[src/rtl/uart_pkg.sv]
// Shared UART definitions: TX state encoding, frame bit levels, parity
// convention and the default word width used by the TX and RX paths.
package uart_pkg;

  localparam int DATA_WIDTH_DEF = 8;

  typedef enum logic [2:0] {
    IDLE   = 3'd0,
    START  = 3'd1,
    DATA   = 3'd2,
    PARITY = 3'd3,
    STOP   = 3'd4
  } tx_state_e;

  localparam logic PAR_EVEN  = 1'b0;
  localparam logic PAR_ODD   = 1'b1;

  localparam logic START_BIT = 1'b0;
  localparam logic STOP_BIT  = 1'b1;

  // Parity bit from the XOR-reduction of the data: even parity is the
  // reduction itself, odd parity is its inverse.
  function automatic logic calc_parity(input logic data_xor, input logic par_type);
    return data_xor ^ (par_type == PAR_ODD);
  endfunction

endpackage

[src/rtl/uart_tx_serializer.sv]
// Data shift register and bit counter for the UART transmitter. The FSM
// loads a word on acceptance and shifts once per data bit; last_bit tells
// it the final data bit is on the line.
module uart_tx_serializer
  import uart_pkg::*;
#(
  parameter int DATA_WIDTH = DATA_WIDTH_DEF
) (
  input  logic                  CLK,
  input  logic                  RST,
  input  logic                  load,
  input  logic                  shift,
  input  logic [DATA_WIDTH-1:0] data_in,
  output logic                  cur_bit,
  output logic                  nxt_bit,
  output logic                  last_bit
);

  localparam int CW = (DATA_WIDTH > 1) ? $clog2(DATA_WIDTH) : 1;

  logic [DATA_WIDTH-1:0] sreg_q, sreg_d, sreg_nxt;
  logic [CW-1:0]         cnt_q, cnt_d;

  // Bit 0 of the register is always the bit currently being sent; the
  // FSM registers the line, so it also needs the bit that follows a shift.
  assign sreg_nxt = sreg_q >> 1;
  assign cur_bit  = sreg_q[0];
  assign nxt_bit  = sreg_nxt[0];
  assign last_bit = (cnt_q == CW'(DATA_WIDTH - 1));

  // Load wins over shift; the counter returns to 0 when the last bit leaves.
  always_comb begin
    sreg_d = sreg_q;
    cnt_d  = cnt_q;
    if (load) begin
      sreg_d = data_in;
      cnt_d  = '0;
    end else if (shift) begin
      sreg_d = sreg_nxt;
      cnt_d  = last_bit ? '0 : cnt_q + CW'(1);
    end
  end

  // Register state; async clear abandons any word in flight.
  always_ff @(posedge CLK or negedge RST) begin
    if (!RST) begin
      sreg_q <= '0;
      cnt_q  <= '0;
    end else begin
      sreg_q <= sreg_d;
      cnt_q  <= cnt_d;
    end
  end

endmodule

[src/rtl/uart_tx.sv]
// UART transmitter: start bit, DATA_WIDTH data bits LSB-first, optional
// parity bit, one stop bit. One CLK period is one bit time. TX_OUT and
// Busy come straight from flops.
module uart_tx
  import uart_pkg::*;
#(
  parameter int DATA_WIDTH = DATA_WIDTH_DEF
) (
  input  logic                  CLK,
  input  logic                  RST,
  input  logic [DATA_WIDTH-1:0] P_DATA,
  input  logic                  Data_Valid,
  input  logic                  Parity_Enable,
  input  logic                  Parity_Type,
  output logic                  TX_OUT,
  output logic                  Busy
);

  tx_state_e state_q, state_d;
  logic      tx_out_q, tx_out_d;
  logic      busy_q, busy_d;
  logic      par_en_q, par_en_d;
  logic      par_bit_q, par_bit_d;
  logic      load, shift;
  logic      cur_bit, nxt_bit, last_bit;

  uart_tx_serializer #(
    .DATA_WIDTH (DATA_WIDTH)
  ) u_ser (
    .CLK      (CLK),
    .RST      (RST),
    .load     (load),
    .shift    (shift),
    .data_in  (P_DATA),
    .cur_bit  (cur_bit),
    .nxt_bit  (nxt_bit),
    .last_bit (last_bit)
  );

  // Next-state and next-output logic. The line value is computed for the
  // state being entered, so the registered TX_OUT lines up with the state.
  always_comb begin
    state_d   = state_q;
    tx_out_d  = tx_out_q;
    busy_d    = busy_q;
    par_en_d  = par_en_q;
    par_bit_d = par_bit_q;
    load      = 1'b0;
    shift     = 1'b0;
    case (state_q)
      IDLE: begin
        tx_out_d = STOP_BIT;
        busy_d   = 1'b0;
        if (Data_Valid) begin
          load      = 1'b1;
          par_en_d  = Parity_Enable;
          par_bit_d = calc_parity(^P_DATA, Parity_Type);
          state_d   = START;
          tx_out_d  = START_BIT;
          busy_d    = 1'b1;
        end
      end
      START: begin
        state_d  = DATA;
        tx_out_d = cur_bit;
        busy_d   = 1'b1;
      end
      DATA: begin
        shift  = 1'b1;
        busy_d = 1'b1;
        if (!last_bit) begin
          tx_out_d = nxt_bit;
        end else if (par_en_q) begin
          state_d  = PARITY;
          tx_out_d = par_bit_q;
        end else begin
          state_d  = STOP;
          tx_out_d = STOP_BIT;
        end
      end
      PARITY: begin
        state_d  = STOP;
        tx_out_d = STOP_BIT;
        busy_d   = 1'b1;
      end
      STOP: begin
        state_d  = IDLE;
        tx_out_d = STOP_BIT;
        busy_d   = 1'b0;
      end
      default: begin
        state_d  = IDLE;
        tx_out_d = STOP_BIT;
        busy_d   = 1'b0;
      end
    endcase
  end

  // FSM state and registered outputs; reset drives the line idle at once.
  always_ff @(posedge CLK or negedge RST) begin
    if (!RST) begin
      state_q   <= IDLE;
      tx_out_q  <= STOP_BIT;
      busy_q    <= 1'b0;
      par_en_q  <= 1'b0;
      par_bit_q <= 1'b0;
    end else begin
      state_q   <= state_d;
      tx_out_q  <= tx_out_d;
      busy_q    <= busy_d;
      par_en_q  <= par_en_d;
      par_bit_q <= par_bit_d;
    end
  end

  assign TX_OUT = tx_out_q;
  assign Busy   = busy_q;

endmodule

[config.mk]
export PLATFORM = sky130hd
export DESIGN_NAME = uart_tx
export DESIGN_NICKNAME = d
export VERILOG_FILES = /design/src/rtl/uart_pkg.sv /design/src/rtl/uart_tx_serializer.sv /design/src/rtl/uart_tx.sv
export SDC_FILE = /design/constraint.sdc
export NUM_CORES = 1
export LEC_CHECK = 0
export CORE_ASPECT_RATIO = 0.9
export CORE_MARGIN = 3
export CORE_UTILIZATION = 45
export CTS_BUF_LIST = sky130_fd_sc_hd__clkbuf_16
export DETAILED_ROUTE_END_ITERATION = 7
export HOLD_SLACK_MARGIN = 0.02
export PLACE_DENSITY = 0.76
export REMOVE_ABC_BUFFERS = 1
export SETUP_SLACK_MARGIN = 0.3
export SLEW_MARGIN = 20
export SYNTH_ARGS = -nofsm -noshare
export SYNTH_HDL_FRONTEND = slang
export SYNTH_SLANG_ARGS = --single-unit
[constraint.sdc]
create_clock -name CLK -period 1.6 [get_ports CLK]
set_input_delay 0.16 -clock CLK [delete_from_list [all_inputs] [get_ports CLK]]
set_output_delay 0.16 -clock CLK [all_outputs]
set_load 0.1 [all_outputs]
==> flow_summary.ini <==
[synth]
yosysWarnings = 0
netlist_area_um2 = 916
syn_inst = 83
ys_seq_area_share_pct = 49.3
synth_cell_types = 27
avgSynthCellArea_um2 = 11.0
ys_seq_elements = 18

[sta]
finClkSkew_ns = 0.00372
finalHoldViolCount = 0
max_freq_ghz = 0.728
timing.final.crit_share_pct = 85.8
fin_setup_tns_ns = 0
period_needed_ns = 1.37
setup_viol = 0
rsz0062_at_grt = true
worst_slew_margin_rel_pct = 79.8
final-max-slew-violation-count = 0
worst-slew-pin-transition_ns = 0.302

[global_routing]
grtUsageTotal_pct = 17.2
grt_pass1_wl_um = 3190
first_global_vias = 719
gr-total-overflow = 0
grt_max_degree = 13
antenna_found_initial = 0

[placed_design]
gp_congestion = 0.735
io_buffers = 14
dp_hpwl_um = 1390

[final_layout]
final_layout_size_suffix_gt1_share_pct = 29.5
layout_commonest_cell = dfrtp_1
finalNetCount = 128
syn_to_final_growth_pct = 43.7
antenna_cells = 0
layout_common_cells = dfrtp_1 (14), buf_4 (12), nand2_1 (10), mux2i_1 (10), clkdlybuf4s50_1 (7)

[setup_path]
r2r_cells = 3
cp_max_fo = 6
slowest_stage = dfrtp_2
cp.arrival_ns = 1.50
critPathKind = flop to flop
cpPeakStageDelay_ns = 0.46
endpoint_kind = flop
crit_chain = nor4b_4 > buf_6 > mux2_4
cp.required_ns = 1.73
start_kind = flop

[pwr]
p_int_mw = 1.68
p_leak_nw = 0.596
total_power_mw = 2.70
netSwitchingFraction_pct = 37.8
switching_power_mw = 1.02
clockPowerShare_pct = 18.6
peakVddDrop_uv = 1630
combPwrFrac_pct = 49.1
pwr-share-seq_pct = 32.4
powerDensity_nw_per_um2 = 2050

[die]
coreArea_um2 = 1790
die_w_um = 53.6
ios = 15
die_area_um2 = 2610
initial_core_util_pct = 51.3
die_h_um = 48.8
rows = 14

[detailed_routing]
avgRoutedWirePerCell_um = 16.4
wirelength_um = 2230
antenna_left = 0
vias_per_cell = 5.53
firstDrtPassIters = 4
drc = 0
drt_iter0_drc = 17
num_vias = 752

[cts]
clock_latency_ns = 0.25
cts_tree = built
h-tree-depth = 1
cts_root_buf = clkbuf_16
clkTransAtPathRegs_ns = 0.05
clk_path_buf_depth = 2
numCtsBuffers = 3
clkSinkCount = 18

[job]
cap_violations = 0

[worst_hold_path]
min_path_type = input pin to asynchronous set/reset pin

[run_status]
status = completed
-- layout make-up --
cell class | count | area, um2
Timing Repair Buffer | 30 | 283
Multi-Input combinational cell | 58 | 462
Fill cell | 130 | 470
Tap cell | 24 | 30.0
Inverter | 2 | 7.51
Clock inverter | 1 | 3.75
Clock buffer | 3 | 75.1
Sequential cell | 18 | 455
-- cells by family (layout without fill, tap and decap cells) --
| logic type | Yosys count | after routing | share of synthesized area [%] |
|---|---|---|---|
| xor+xnor | 7 | 7 | 8.20 |
| buf+inv | 7 | 36 | 4.37 |
| flops | 18 | 18 | 49.3 |
| mux | 11 | 11 | 12.6 |
| compound gates | 14 | 14 | 9.43 |
| fa+ha+maj | 2 | 2 | 2.73 |
| simple gates | 24 | 24 | 13.4 |
-- worst paths after layout --
kind                            startpoint              end  slack, ns
max                             state_q[2]        par_bit_q       0.23
min in group CLK                 P_DATA[5]  u_ser.sreg_q[5]       0.29
min reg2reg                u_ser.sreg_q[7]  u_ser.sreg_q[7]       0.50
max reg2reg                     state_q[2]        par_bit_q       0.23
max in group asynchronous              RST       state_q[2]       0.94
min                                    RST  u_ser.sreg_q[2]       0.16
-- flip-flops by register name, indices dropped and copies added (netlist names) --
signal,flops
u_ser.sreg_q,8
par_bit_q,1
par_en_q,1
u_ser.cnt_q,3
TX_OUT,1
state_q,3
Busy,1
-- metrics by stage --
stage | worst slack (ns) | instance area [um2] | hold slack [ns] | instances | util [%]
after floorplan | -0.333 | 883 | -0.136 | 78 | -
after global placement | -0.101 | 1110 | 0.429 | 121 | 62.2
after detailed placement | -0.162 | 1110 | 0.428 | 121 | 62.2
after CTS | 0.271 | 1240 | 0.164 | 129 | 69.6
after global routing | 0.167 | 1320 | 0.188 | 136 | 73.7
final | 0.227 | 1320 | 0.161 | 136 | 73.7
-- worst max-delay path: cells and delay by family (launching register included) --
family / cells / cell delay, ns
buffers and inverters: 1 / 0.17
muxes: 1 / 0.29
and+or+nand+nor: 1 / 0.33
DFF: 1 / 0.46
-- cell usage after synthesis --
| master | count | area, um2 |
|---|---|---|
| a31oi_1 | 1 | 6.26 |
| a21oi_1 | 1 | 5.00 |
| dfstp_2 | 1 | 26.3 |
| o21ai_0 | 7 | 35.0 |
| a21o_1 | 1 | 7.51 |
| mux2_4 | 1 | 15.0 |
| a32o_1 | 1 | 10.0 |
| nor4b_2 | 1 | 15.0 |
| nor2b_1 | 1 | 6.26 |
| buf_2 | 2 | 10.0 |
| a22o_1 | 1 | 8.76 |
| nor3b_2 | 1 | 12.5 |
| xnor2_1 | 5 | 43.8 |
| dfrtp_1 | 17 | 425 |
| ha_1 | 2 | 25.0 |
| a22oi_1 | 1 | 7.51 |
| buf_4 | 3 | 22.5 |
| xnor3_1 | 1 | 22.5 |
| o22ai_1 | 1 | 6.26 |
| inv_1 | 2 | 7.51 |
| mux2i_1 | 10 | 100 |
| nor2_1 | 7 | 26.3 |
| xor2_1 | 1 | 8.76 |
| nor3_1 | 2 | 10.0 |
| nand2_1 | 10 | 37.5 |
| nand3b_1 | 1 | 7.51 |
| nor3b_1 | 1 | 7.51 |
-- repair_timing --
action | 4_1_cts | 5_1_grt
endpoints found under the setup margin | 14 | 14
endpoints found under the hold margin | 0 | 0
setup buffers | 4 | 6
hold buffers | 0 | 0
resized for setup | 13 | 6
gates cloned | 0 | 1
pin swaps | 4 | 1
-- layer usage --
metal	vias to the layer above	GRT usage (%)	wire length, um
li1	345	-	-
met2	32	26.9	1190
met1	365	20.5	839
met3	10	6.12	143
met5	-	0	0
met4	0	8.09	61
-- power by group through the flow --
| stage | logic [mW] | clock network (mW) | registers, mW |
|---|---|---|---|
| after floorplan | 0.543 | 0 | 0.991 |
| after global placement | 1.02 | 0 | 0.851 |
| after detailed placement | 1.06 | 0 | 0.871 |
| after CTS | 1.14 | 0.513 | 0.860 |
| after global routing | 1.42 | 0.534 | 0.893 |
| final | 1.32 | 0.500 | 0.873 |
Note: power is estimated with default switching activity, not from simulation.
